<file path="src/rtl/hdb3_rx.sv">
// HDB3 line receiver: strips 000V/B00V substitutions through a 4-symbol delay line
// and flags code, violation and zero-run errors with a saturating error count.
module hdb3_rx #(
  parameter int CNT_W = 16
) (
  input  logic             i_clk,
  input  logic             i_rst,
  input  logic             i_sym_valid,
  input  logic [1:0]       i_hdb3_code,
  input  logic             i_cnt_clr,
  output logic             o_data,
  output logic             o_data_valid,
  output logic             o_err,
  output logic [CNT_W-1:0] o_err_cnt,
  output logic             o_locked
);

  typedef enum logic [1:0] {S_IDLE, S_TRACK, S_LOCK} state_t;

  function automatic logic [CNT_W-1:0] sat_inc(input logic [CNT_W-1:0] v);
    if (&v) return v;
    return v + CNT_W'(1);
  endfunction

  state_t           state_q, state_d;
  logic [3:0]       pipe_q, pipe_d;
  logic [2:0]       r_q, r_d;
  logic             pol_q, lastv_q;
  logic [2:0]       fill_q;
  logic             data_q, data_vld_q, err_q;
  logic [CNT_W-1:0] cnt_q, cnt_d;

  logic is_mark, sym_neg, illegal, pol_def, is_v;
  logic code_err, viol_err, zero_err, sym_err;

  // Symbol classification and error detection; pol is defined once we leave IDLE
  always_comb begin
    is_mark  = (i_hdb3_code == 2'b01) || (i_hdb3_code == 2'b10);
    sym_neg  = (i_hdb3_code == 2'b10);
    illegal  = (i_hdb3_code == 2'b11);
    pol_def  = (state_q != S_IDLE);
    is_v     = is_mark && pol_def && (sym_neg == pol_q);
    code_err = illegal;
    viol_err = is_v && (r_q[0] || r_q[1] || ((state_q == S_LOCK) && (sym_neg == lastv_q)));
    zero_err = !is_mark && (r_q == 3'b000);
    sym_err  = i_sym_valid && (code_err || viol_err || zero_err);
  end

  always_comb begin
    pipe_d = is_v ? 4'b0000 : {pipe_q[2:0], is_mark};
    r_d    = illegal ? r_q : {r_q[1:0], is_mark};
    cnt_d  = cnt_q;
    if (i_cnt_clr)    cnt_d = '0;
    else if (sym_err) cnt_d = sat_inc(cnt_q);
  end

  always_ff @(posedge i_clk) begin
    if (i_rst) begin
      pipe_q     <= '0;
      r_q        <= '0;
      pol_q      <= 1'b0;
      lastv_q    <= 1'b0;
      fill_q     <= '0;
      data_q     <= 1'b0;
      data_vld_q <= 1'b0;
      err_q      <= 1'b0;
      cnt_q      <= '0;
    end else begin
      data_vld_q <= 1'b0;
      err_q      <= sym_err;
      cnt_q      <= cnt_d;
      if (i_sym_valid) begin
        data_q     <= pipe_q[3];
        data_vld_q <= (fill_q == 3'd4);
        pipe_q     <= pipe_d;
        r_q        <= r_d;
        if (is_mark) pol_q   <= sym_neg;
        if (is_v)    lastv_q <= sym_neg;
        if (fill_q != 3'd4) fill_q <= fill_q + 3'd1;
      end
    end
  end

  always_ff @(posedge i_clk) begin
    if (i_rst) state_q <= S_IDLE;
    else       state_q <= state_d;
  end

  always_comb begin
    state_d = state_q;
    if (i_sym_valid) begin
      unique case (state_q)
        S_IDLE:  if (is_mark)              state_d = S_TRACK;
        S_TRACK: if (is_v && !sym_err)     state_d = S_LOCK;
        S_LOCK:  if (sym_err)              state_d = S_TRACK;
        default:                           state_d = S_IDLE;
      endcase
    end
  end

  always_comb begin
    o_locked     = (state_q == S_LOCK);
    o_data       = data_q;
    o_data_valid = data_vld_q;
    o_err        = err_q;
    o_err_cnt    = cnt_q;
  end

endmodule

</file>
<file path="config.mk">
export PLATFORM = sky130hd
export DESIGN_NAME = hdb3_rx
export DESIGN_NICKNAME = d
export VERILOG_FILES = /design/src/rtl/hdb3_rx.sv
export SDC_FILE = /design/constraint.sdc
export NUM_CORES = 1
export LEC_CHECK = 0
export CAP_MARGIN = 40
export CORE_UTILIZATION = 47
export CTS_CLUSTER_DIAMETER = 50
export DETAILED_ROUTE_END_ITERATION = 10
export GPL_TIMING_DRIVEN = 0
export HOLD_SLACK_MARGIN = 0.02
export PLACE_DENSITY = 0.74
export SYNTH_ARGS = -nofsm -noshare
export SYNTH_HDL_FRONTEND = slang
export SYNTH_SLANG_ARGS = --single-unit
export TNS_END_PERCENT = 1
</file>
<file path="constraint.sdc">
create_clock -name i_clk -period 2.38 [get_ports i_clk]
set_input_delay 0.714 -clock i_clk [delete_from_list [all_inputs] [get_ports i_clk]]
set_output_delay 0.714 -clock i_clk [all_outputs]
set_load 0.02 [all_outputs]
</file>
Word-level counts from Yosys, hierarchy flattened
Index checks and enable logic that the tools add are counted.

Bits in writable memories: 0. Latch bits: 0. Bits of input ports: 6. Output and inout port bits: 20. Bits in read-only memories: 0. Register bits: 33. Word-level logic and storage cells: 62. Memories kept: 0.

Add/subtract/negate cells: 2. $lt $le $gt $ge: 0. Divide/modulo/power cells: 0. Shift operators: 0. Multipliers: 0. Bitwise gates (word level): 2. Equal/unequal tests: 13. Reductions and logical operators: 26. Muxes and demuxes: 9.

Operators with widths (count): $add A16 B1 Y16 const B (1); $mux W16 (1); $reduce_and A16 Y1 (1); $reduce_and A2 Y1 (5); $logic_and A1 B1 Y1 (7); $eq A2 B2 Y1 const B (3); $mux W2 (3); $ne A2 B2 Y1 const B (3); $pmux W2 S3 (1); $logic_or A1 B1 Y1 (5); $eq A2 B1 Y1 const B (2); $mux W4 (1); $reduce_and A4 Y1 (1); $reduce_or A2 Y1 (2); $add A3 B1 Y3 const B (1); $eq A3 B3 Y1 const B (1); $logic_not A3 Y1 (1); $mux W1 (3); $ne A3 B3 Y1 const B (1); $eq A1 B1 Y1 (2); $logic_not A1 Y1 (2); $logic_not A2 Y1 (1); $ne A2 B1 Y1 const B (1); $not A1 Y1 (2); $reduce_bool A2 Y1 (1).

Logic depth before layout (Yosys ltp)
Gate-level depths: netlist of the first run.

Depth in word-level cells: 12. Gate-level depth with buffers: 8.

Worst setup path after synthesis of the first run
No wires, ideal clock.

Path type: input-to-reg. Start point: input port i_hdb3_code[0]. End point: register cnt_q[15], in the netlist o_err_cnt[15]. Buffers on the path: 1. Path slack: -142 ps. Stages on the path: 8. Setup time: 70 ps. Data required time: 2310 ps. Arrival: 2452 ps. Cell sequence: inv_1 -> ha_1 -> nand2b_2 -> nor3_4 -> a31oi_1 -> buf_2 -> or4_1 -> a21oi_1.

Cells in the longest elaborated chain, start to end: 9. Elaborated cells between the ends (all ways): 17.

Ends and longest elaborated chain: from (decl) (line 9) `input logic [1:0] i_hdb3_code,`; $eq A2 B2 Y1 or $eq A2 B1 Y1 (tied branches) (line 38, 39); $eq A1 B1 Y1 or $logic_or A1 B1 Y1 (tied branches) (line 44, 38); $logic_and A1 B1 Y1 (on tied branches) (line 44, 42); $logic_or A1 B1 Y1 or $logic_and A1 B1 Y1 (tied branches) (line 44, 42); $logic_and A1 B1 Y1 (line 44) `viol_err = is_v && (r_q[0] || r_q[1] || ((state_q == S_LOCK) && (sym_neg == lastv_q)));`; $logic_or A1 B1 Y1 (line 46) `sym_err = i_sym_valid && (code_err || viol_err || zero_err);`; $logic_or A1 B1 Y1 * (line 46); $logic_and A1 B1 Y1 * (line 46); $reduce_and A2 Y1 (no source line) *; to (signal assigned) (line 71) `cnt_q <= cnt_d;`; to (decl) (line 31) `logic [CNT_W-1:0] cnt_q, cnt_d;`.

Mark *: on every way between the ends. The rest lies on a longest branch, timed or not. A chain may end at the register's enable or synchronous reset.

Worst setup path in the final report of the first run
Start point: register state_q[0]. End point: output port o_locked.

Cells in the longest elaborated chain, start to end: 1.

Ends and longest elaborated chain: from (decl) (line 25) `state_t state_q, state_d;`; from (signal assigned) (line 86) `else state_q <= state_d;`; $eq A2 B2 Y1 (line 102) `o_locked = (state_q == S_LOCK);`; to (decl) (line 15) `output logic o_locked`.

Every way passes these cells.

==> metrics, run 1 <==
status=finished, final reports clean; share of flip-flops with an asynchronous set or reset=0; delay of the slowest cell on the worst path=0.61 ns; Reg2Reg Depth=5; Die ar.=3720 um^2; fin crit share=0.952; ranking of synthesized cells by area=dfxtp_1 40%, a21oi_1 4.3%, mux2i_1 4.3%; IO Count=26; Worst Hold Class=reg2reg; number of max-cap violations=0; Die Y-Extent=61.0 um; Post-Synth Adder-Cell Area=0.0382; area share of the largest cell type after synthesis=0.404; Final Max Tran Viols=0; number of CTS-inserted buffers=5; share of cells above drive strength 1=0.150; antenna violations before repair=0; Final Hold Fails=0; clock skew=0.0117 ns; commonest non-fill, non-tap cells in the layout=33 x dfxtp_1, 22 x clkdlybuf4s50_1, 16 x nor2_1; Post-synth EDFFs=0; critical path arrival=1.55 ns; Leak=0.768 nW; first-pass GRT wire length=6070 um; sw power=0.275 mW; clk sinks=33; Worst Max-Slew Pin Slew=0.793 ns; VDD IR max=0.363 mV; Crit path max-delay family=buffers and inverters; Nets=236; complex-gate fraction of the synthesized area=0.214; main combinational cell family by area after synthesis=simple AND/OR/NAND/NOR gates; vias per inst=5.84; CP Capture Point=o_locked; post-route setup TNS=0 ns; post-synthesis xor/xnor area fraction=0.0161; later-pin clock latency in the skew report=0.33 ns; die width=61.0 um; post-synthesis cell type count=49; H-Tree Depth=2; Post-Synth Simple-Gate Area=0.255; final core occ=0.630; CP Depth=2; sequential share of power=0.567; synthesized cell area=1640 um^2; largest net degree at the start of global routing=11; clock root cell=clkbuf_4; Initial Util=0.490; total power=1.02 mW; clock group share of total power=0.292; row count=21; filler instances=311; wire length per cell=13.8 um; WHS Path Cells=2; Layout Cells excl Fill=272; ANT cells=0; reg2reg setup slack=0.22 ns; initial DRC count=132; Clock Pin Slew Worst Setup and Hold Paths=0.10 ns; drt total wl=3750 um; final setup violation count=0; reg2reg end=o_err_cnt[4]; register area share after synthesis=0.404; Max-slew headroom=0.467; Worst Setup SP=state_q[0]; Ys Warns=0; fmax=442 MHz; CP max stage cell=clkdlybuf4s50_1; sw frac=0.269; core area=3340 um^2; final worst path period need=2.26 ns; worst-path cell chain=and2b_1, clkdlybuf4s50_1; buffers and inverters on the worst path=1; mux contribution to synthesized area=0.0428; commonest non-fill, non-tap cell in the layout=dfxtp_1; Post-Syn Nets=195; RR Startpoint=o_err_cnt[7]; port bufs=25; placed cells=256; Setup crit end kind=primary output; Cells after Synth=184; critical path class=reg2out; Hold WS=0.459 ns; gr ovfl total=0; Area Overhead vs Synth=28.5%; routed vias=1588; Max clock buf depth=2; RSZ-0062 raised after global routing=false; Yosys reg bits=33; Avg Inst Size Synth=8.89 um^2; Synth Flop Type=dfxtp_1; Routed Antenna Nets=0; DRC=0; leading area contributor after synthesis=dfxtp_1; HPWL after detailed placement=2650 um; DRT Pass-1 Iters=4; total track usage=0.226; Int Power=0.746 mW; Critical Path Fanout Max=6; Worst setup SP type=flop; Critical Path RT=1.67 ns; TritonCTS clock tree=built; Power Density=485 nW/um^2; number of global-route vias before repair=1366; Comb power frac=0.141; Placer Congestion=0.822
## power groups by stage
stage          combinational (mW)  sequential (mW)  clock, mW
6_report                    0.144            0.578      0.298
5_1_grt                     0.158            0.581      0.335
4_1_cts                     0.127            0.578      0.309
3_5_place_dp                0.119            0.590          0
3_3_place_gp                0.115            0.589          0
2_1_floorplan              0.0820            0.590          0
## per-stage QoR
| step | instance area [um^2] | worst slack [ns] |
|---|---|---|
| after CTS | 2060 | 0.0178 |
| after global routing | 2100 | 0.0392 |
| after global placement | 1960 | -0.697 |
| after floorplan | 1650 | 0.00000622 |
| after detailed placement | 1970 | -0.782 |
| final | 2100 | 0.115 |
## registers in the layout, summed over array words and instances (netlist names), 2 cells and up
name,flops
fill_q,3
o_err_cnt,16
pipe_q,4
r_q,3
state_q,2
## final cells by class
type                       count  area (um^2)  share of cell area
buffer                         5         23.8              0.0113
tap                           46         57.6              0.0274
sequential                    33          661               0.314
clock inverter                 2         10.0             0.00476
inverter                       8         30.0              0.0143
clock buffer                   6         41.3              0.0196
multi-input combinational    138          972               0.462
timing repair buffer          34          308               0.146
## worst register-to-register path, cell delays in order (launching register included)
cell and delay (ns):
dfxtp_1 0.43, nand4_1 0.27, nor3_1 0.74, and2_0 0.38
o311ai_0 0.16, o41ai_1 0.10
## synth_stat cells, drive strengths merged (2+ instances only)
cell type,number
o211ai,3
mux2i,7
and2,4
a21oi,14
xnor2,2
clkbuf,3
or2,3
o21ai,5
o311ai,3
nor2,17
dfxtp,33
ha,5
nor3,7
or3,3
or4,7
inv,7
nand4,5
buf,2
o41ai,3
nand3,8
nand2,13
o2111a,2
a31oi,2
a211oi,2
o31ai,4
## cell families (layout without fill, tap and decap cells)
family,Yosys count,count (layout)
multiplexers,7,7
adder cells (fa/ha/maj),5,5
AND/OR/NAND/NOR,75,75
XOR/XNOR,3,3
flip-flops,33,33
AO/OA/AOI/OAI,48,48
buffers and inverters,13,55
## worst min-delay path by stage
stage / start / endpoint / slack (ns)
after floorplan: pipe_q[3] / pipe_q[3] / 0.43
after global placement: pipe_q[3] / pipe_q[3] / 0.44
after detailed placement: pipe_q[3] / pipe_q[3] / 0.45
after CTS: pipe_q[3] / pipe_q[3] / 0.46
after global routing: pipe_q[3] / pipe_q[3] / 0.47
final: pipe_q[3] / pipe_q[3] / 0.46
## routing by layer
metal / vias up / GRT usage / share of wire
li1: 779 / - / -
met1: 771 / 0.270 / 0.44
met2: 33 / 0.389 / 0.51
met3: 5 / 0.0693 / 0.039
met4: 0 / 0.0714 / 0.013
met5: - / 0 / 0
## repair_timing
| action | 4_1_cts | 5_1_grt |
|---|---|---|
| gates resized for setup | 6 | 9 |
| setup endpoints to repair | 21 | 11 |
| setup buffers | 3 | 5 |
| pin swaps | 4 | 4 |
| hold buffers | 0 | 0 |
Power figures use the tool's default switching activity.
==> run 2: changes to the inputs <==
--- a/config.mk
+++ b/config.mk
@@ -6,12 +6,13 @@
 export NUM_CORES = 1
 export LEC_CHECK = 0
 export CAP_MARGIN = 40
-export CORE_UTILIZATION = 47
+export CORE_UTILIZATION = 50
+export CTS_BUF_LIST = sky130_fd_sc_hd__clkbuf_8
 export CTS_CLUSTER_DIAMETER = 50
 export DETAILED_ROUTE_END_ITERATION = 10
 export GPL_TIMING_DRIVEN = 0
 export HOLD_SLACK_MARGIN = 0.02
-export PLACE_DENSITY = 0.74
+export PLACE_DENSITY = 0.78
 export SYNTH_ARGS = -nofsm -noshare
 export SYNTH_HDL_FRONTEND = slang
 export SYNTH_SLANG_ARGS = --single-unit
==> run 2 against run 1 <==
Final cell count increased by 0.74%; wire length up 7.9%; sequential power barely moved; flip-flop and latch count unchanged; highest routed layer unchanged.
==> metrics, run 2 (synthesized netlist as in run 1, its figures left out) <==
status=finished, final reports clean (unchanged); Placer Congestion=0.796 (was 0.822); Die Y-Extent=59.2 um (was 61.0 um); clk sinks=33 (unchanged); hold_buf cts=0 (unchanged); RR Startpoint=o_err_cnt[6] (was o_err_cnt[7]); ANT cells=0 (unchanged); Worst Setup SP=i_hdb3_code[0] (was state_q[0]); TritonCTS clock tree=built (unchanged); drt total wl=4040 um (was 3750 um); number of global-route vias before repair=1489 (was 1366); IO Count=26 (unchanged); antenna violations before repair=0 (unchanged); VDD IR max=0.442 mV (was 0.363 mV); Clock Pin Slew Worst Setup and Hold Paths=0.07 ns (was 0.10 ns); Hold WS=0.454 ns (was 0.459 ns); total power=1.26 mW (was 1.02 mW); commonest non-fill, non-tap cell in the layout=dfxtp_1 (unchanged); Layout Cells excl Fill=274 (was 272); Setup crit end kind=flop (was primary output); final core occ=0.714 (was 0.630); commonest non-fill, non-tap cells in the layout=33 x dfxtp_1, 22 x clkdlybuf4s50_1, 17 x nor2_1 (was 33 x dfxtp_1, 22 x clkdlybuf4s50_1, 16 x nor2_1); filler instances=251 (was 311); Nets=240 (was 236); fmax=445 MHz (was 442 MHz); wire length per cell=14.8 um (was 13.8 um); Critical Path RT=2.61 ns (was 1.67 ns); Reg2Reg Depth=5 (unchanged); row count=20 (was 21); later-pin clock latency in the skew report=0.29 ns (was 0.33 ns); total track usage=0.266 (was 0.226); number of CTS-inserted buffers=5 (unchanged); vias per inst=5.93 (was 5.84); initial DRC count=81 (was 132); WHS Path Cells=2 (unchanged); Initial Util=0.532 (was 0.490); reg2reg setup slack=0.40 ns (was 0.22 ns); final worst path period need=2.25 ns (was 2.26 ns); Max-slew headroom=0.623 (was 0.467); DRC=0 (unchanged); CP Capture Point=o_err_cnt[14] (was o_locked); final setup violation count=0 (unchanged); HPWL after detailed placement=2770 um (was 2650 um); Final Hold Fails=0 (unchanged); routed vias=1626 (was 1588); Max clock buf depth=2 (unchanged); clock skew=0.00374 ns (was 0.0117 ns); largest net degree at the start of global routing=11 (unchanged); Worst Max-Slew Pin Slew=0.564 ns (was 0.793 ns); Worst setup SP type=input pin (was flop); first-pass GRT wire length=6820 um (was 6070 um); fin crit share=0.943 (was 0.952); port bufs=25 (unchanged); reg2reg end=o_err_cnt[15] (was o_err_cnt[4]); gr ovfl total=0 (unchanged); setup ws final=0.135 ns (was 0.115 ns); Routed Antenna Nets=0 (unchanged); clock root cell=clkbuf_8 (was clkbuf_4); Critical Path Fanout Max=10 (was 6); share of cells above drive strength 1=0.170 (was 0.150); Die ar.=3510 um^2 (was 3720 um^2); critical path arrival=2.48 ns (was 1.55 ns); max reg flops=16 (unchanged); placed cells=254 (was 256); Place WS=-0.691 ns (was -0.782 ns); critical path class=in2reg (was reg2out); RSZ-0062 raised after global routing=false (unchanged); core area=3080 um^2 (was 3340 um^2); Power Density=574 nW/um^2 (was 485 nW/um^2); Leak=0.814 nW (was 0.768 nW); die width=59.2 um (was 61.0 um); DRT Pass-1 Iters=5 (was 4); Area Overhead vs Synth=34.3% (was 28.5%); number of max-cap violations=0 (unchanged); Worst Hold Class=reg2reg (unchanged); Final Max Tran Viols=0 (unchanged); H-Tree Depth=2 (unchanged)
[run 2: worst min path at each step]
stage                   start         to  slack, ns
finish              pipe_q[3]  pipe_q[3]       0.45
global route        pipe_q[3]  pipe_q[3]       0.47
CTS                 pipe_q[3]  pipe_q[3]       0.45
detailed placement  pipe_q[3]  pipe_q[3]       0.44
global placement    pipe_q[3]  pipe_q[3]       0.44
floorplan           pipe_q[3]  pipe_q[3]       0.43
[run 2: cell type report]
cell class | count | area [um^2] | area share
multi-input cells | 138 | 978 | 0.445
clock inverters | 2 | 33.8 | 0.0154
flip-flops and latches | 33 | 661 | 0.301
well taps | 44 | 55.1 | 0.0250
repair buffers | 38 | 334 | 0.152
clock buffers | 6 | 82.6 | 0.0376
inverters | 8 | 30.0 | 0.0137
plain buffers | 5 | 23.8 | 0.0108
[run 2: power breakdown]
group | leakage (nW) | switching [mW] | internal (mW)
registers | 0.267 | 0.0132 | 0.566
logic | 0.484 | 0.0787 | 0.0672
clock network | 0.0626 | 0.200 | 0.337
total | 0.814 | 0.292 | 0.970
[run 2: metrics by stage]
stage | setup TNS (ns) | area, um^2
6_report | 0 | 2200
5_1_grt | 0 | 2200
4_1_cts | 0 | 2170
3_5_place_dp | -12.52 | 1960
3_3_place_gp | -11.00 | 1960
2_1_floorplan | 0 | 1650
[run 2: metal layers]
metal	vias up	track usage	routed length [um]
met5	-	0	0
met4	0	0.105	60
met3	6	0.0677	178
met2	44	0.445	2000
met1	792	0.326	1810
li1	784	-	-
[run 2: timing repair]
item | in CTS | in global routing
cloned | 0 | 0
resized for setup | 7 | 10
setup buffers | 10 | 2
setup endpoints to repair | 23 | 15
pin swaps | 6 | 5
[run 2: critical path, stage by stage]
cell and delay, ns:
clkbuf_2 0.10, inv_2 0.04, ha_4 0.27, nor4b_4 0.27
buf_4 0.17, o2111a_1 0.19, a31oi_2 0.10, or4_1 0.55
nand2_1 0.08
==> run 3: changes to the inputs <==
--- a/config.mk
+++ b/config.mk
@@ -6,13 +6,15 @@
 export NUM_CORES = 1
 export LEC_CHECK = 0
 export CAP_MARGIN = 40
-export CORE_UTILIZATION = 50
+export CELL_PAD_IN_SITES_DETAIL_PLACEMENT = 1
+export CELL_PAD_IN_SITES_GLOBAL_PLACEMENT = 2
+export CORE_UTILIZATION = 36
 export CTS_BUF_LIST = sky130_fd_sc_hd__clkbuf_8
 export CTS_CLUSTER_DIAMETER = 50
 export DETAILED_ROUTE_END_ITERATION = 10
 export GPL_TIMING_DRIVEN = 0
 export HOLD_SLACK_MARGIN = 0.02
-export PLACE_DENSITY = 0.78
+export PLACE_DENSITY_LB_ADDON = 0.1
 export SYNTH_ARGS = -nofsm -noshare
 export SYNTH_HDL_FRONTEND = slang
 export SYNTH_SLANG_ARGS = --single-unit
==> constraint.sdc (replaced) <==
create_clock -name i_clk -period 2.65 [get_ports i_clk]
set_input_delay 0.795 -clock i_clk [delete_from_list [all_inputs] [get_ports i_clk]]
set_output_delay 0.795 -clock i_clk [all_outputs]
set_load 0.02 [all_outputs]
==> run 3 against run 2 <==
Power decreased by 16%; non-clock buffer count shrank 9; final cell count is 0.36% lower; critical path depth down 3; hold slack improved by 0.021 ns; core utilization fell by 23 points; largest cell class unchanged; critical endpoint is now r_q[0]; clock power decreased by 21%.
==> metrics, run 3 (synthesized netlist as in run 1, its figures left out) <==
fin crit share=0.948; number of max-cap violations=0 (unchanged); sequential share of power=0.489 (was 0.459); Max-slew headroom=0.514 (was 0.623); critical path arrival=2.69 ns (was 2.48 ns); delay of the slowest cell on the worst path=0.63 ns (was 0.55 ns); vias per inst=5.80 (was 5.93); reg2reg end=o_err_cnt[3] (was o_err_cnt[15]); Worst Hold Class=reg2reg (unchanged); status=finished, final reports clean (unchanged); final core occ=0.486 (was 0.714); ANT cells=0 (unchanged); Critical Path Fanout Max=10 (unchanged); Leak=0.759 nW (was 0.814 nW); Setup crit end kind=flop (unchanged); RSZ-0062 raised after global routing=false (unchanged); clock skew=0.00831 ns (was 0.00374 ns); gr ovfl total=0 (unchanged); RR Startpoint=o_err_cnt[6] (unchanged); antenna violations before repair=0 (unchanged); final setup violation count=0 (unchanged); clock group share of total power=0.398 (was 0.426); IO Count=26 (unchanged); VDD IR max=0.258 mV (was 0.442 mV); die width=69.4 um (was 59.2 um); reg2reg setup slack=0.48 ns (was 0.40 ns); Placer Congestion=0.740 (was 0.796); core area=4350 um^2 (was 3080 um^2); row count=24 (was 20); post-route setup TNS=0 ns (unchanged); max reg flops=16 (unchanged); DRC=0 (unchanged); Critical Path RT=2.83 ns (was 2.61 ns); wire length per cell=15.9 um (was 14.8 um); placed cells=262 (was 254); worst-path cell chain=clkdlybuf4s50_1, clkbuf_2, clkinvlp_4, nor2_2, nor2_1, a211oi_1 (was clkbuf_2, inv_2, ha_4, nor4b_4, buf_4, o2111a_1, a31oi_2, or4_1, nand2_1); later-pin clock latency in the skew report=0.29 ns (about the same); Clock Pin Slew Worst Setup and Hold Paths=0.07 ns (about the same); Worst Max-Slew Pin Slew=0.723 ns (was 0.564 ns); first-pass GRT wire length=7050 um (was 6820 um); critical path class=in2reg (unchanged); Initial Util=0.376 (was 0.532); hold_sp=fill_q[2] (was pipe_q[3]); Crit path max-delay family=buffers and inverters (was simple AND/OR/NAND/NOR gates); Power Density=502 nW/um^2 (was 574 nW/um^2); number of CTS-inserted buffers=5 (unchanged); Layout Cells excl Fill=273 (was 274); Max clock buf depth=2 (unchanged); H-Tree Depth=2 (unchanged); port bufs=25 (unchanged); clk sinks=33 (unchanged); Die Y-Extent=69.4 um (was 59.2 um); sw frac=0.252 (was 0.232); share of cells above drive strength 1=0.118 (was 0.170); DRT Pass-1 Iters=4 (was 5); Final Max Tran Viols=0 (unchanged); commonest non-fill, non-tap cells in the layout=33 x dfxtp_1, 23 x clkdlybuf4s50_1, 16 x nor2_1 (was 33 x dfxtp_1, 22 x clkdlybuf4s50_1, 17 x nor2_1); Reg2Reg Depth=5 (unchanged); CP max stage cell=clkdlybuf4s50_1 (was or4_1); WHS Path Cells=2 (unchanged); final worst path period need=2.51 ns; Hold Crit Endpoint=o_data_valid (was pipe_q[3]); commonest non-fill, non-tap cell in the layout=dfxtp_1 (unchanged); Comb power frac=0.113 (was 0.116); Final Hold Fails=0 (unchanged); Int Power=0.795 mW (was 0.970 mW); largest net degree at the start of global routing=11 (unchanged); sw power=0.268 mW (was 0.292 mW); Die ar.=4820 um^2 (was 3510 um^2); Routed Antenna Nets=0 (unchanged); buffers and inverters on the worst path=3 (unchanged); HPWL after detailed placement=3110 um (was 2770 um); drt total wl=4340 um (was 4040 um); Area Overhead vs Synth=29.2% (was 34.3%); fmax=398 MHz; Nets=231 (was 240); clock root cell=clkbuf_8 (unchanged); TritonCTS clock tree=built (unchanged); Worst setup SP type=input pin (unchanged); total track usage=0.185 (was 0.266); initial DRC count=49 (was 81); routed vias=1583 (was 1626); number of global-route vias before repair=1477 (was 1489)
==> run 3: cell count changes in the layout (fill, tap and decap cells not counted), moves of 2 or more <==
cell	previous run	this run
a21oi_2	2	0
a21oi_1	12	14
clkbuf_2	3	1
buf_4	13	4
==> run 3: per-layer routing <==
layer	vias to the layer above	track usage	routed length, um
li1	776	-	-
met1	768	0.236	2010
met2	29	0.299	2070
met3	10	0.0509	176
met4	0	0.0635	76
met5	-	0	0
==> run 3: worst register-to-register path: cells and delay by family (launching register included) <==
kind            cells  cell delay, ns
compound gates      1            0.07
simple gates        4            1.52
flops               1            0.44
==> run 3: power by group through the flow <==
stage	clock [mW]	combinational (mW)	sequential [mW]
floorplan	0	0.0710	0.530
detailed placement	0	0.108	0.530
global route	0.462	0.132	0.521
global placement	0	0.103	0.529
finish	0.423	0.120	0.520
CTS	0.440	0.119	0.519
==> run 3: worst max-delay path by stage <==
stage          depth (start not counted)             to           start
2_1_floorplan                          8  o_err_cnt[15]  i_hdb3_code[0]
3_3_place_gp                           9  o_err_cnt[11]  i_hdb3_code[0]
3_5_place_dp                           9  o_err_cnt[11]  i_hdb3_code[0]
4_1_cts                                6         r_q[0]     i_sym_valid
5_1_grt                                6         r_q[0]     i_sym_valid
6_report                               6         r_q[0]     i_sym_valid
==> run 3: layout make-up <==
| class | count | area (um^2) |
|---|---|---|
| inverter | 8 | 33.8 |
| buffer | 5 | 23.8 |
| multi-input combinational | 138 | 955 |
| timing repair buffer | 29 | 275 |
| fill | 507 | 2240 |
| sequential | 33 | 661 |
| clock inverter | 1 | 5.00 |
| clock buffer | 7 | 96.3 |
| tap | 52 | 65.1 |
==> run 3: repair_timing <==
item / in CTS / in global routing
setup endpoints to repair: 20 / 3
hold buffers: 0 / 0
gates resized for setup: 8 / 2
pin swaps: 4 / 0
setup buffers: 3 / 0
==> run 3: through the flow <==
step           hold slack (ns)  instance area [um^2]  setup slack, ns  total power [mW]
4_1_cts                  0.471                  2110           0.0559              1.08
6_report                 0.475                  2110            0.139              1.06
3_3_place_gp             0.443                  1950           -0.642             0.632
3_5_place_dp             0.463                  1960           -0.695             0.638
2_1_floorplan            0.432                  1640           0.0466             0.601
5_1_grt                  0.502                  2110           0.0152              1.11
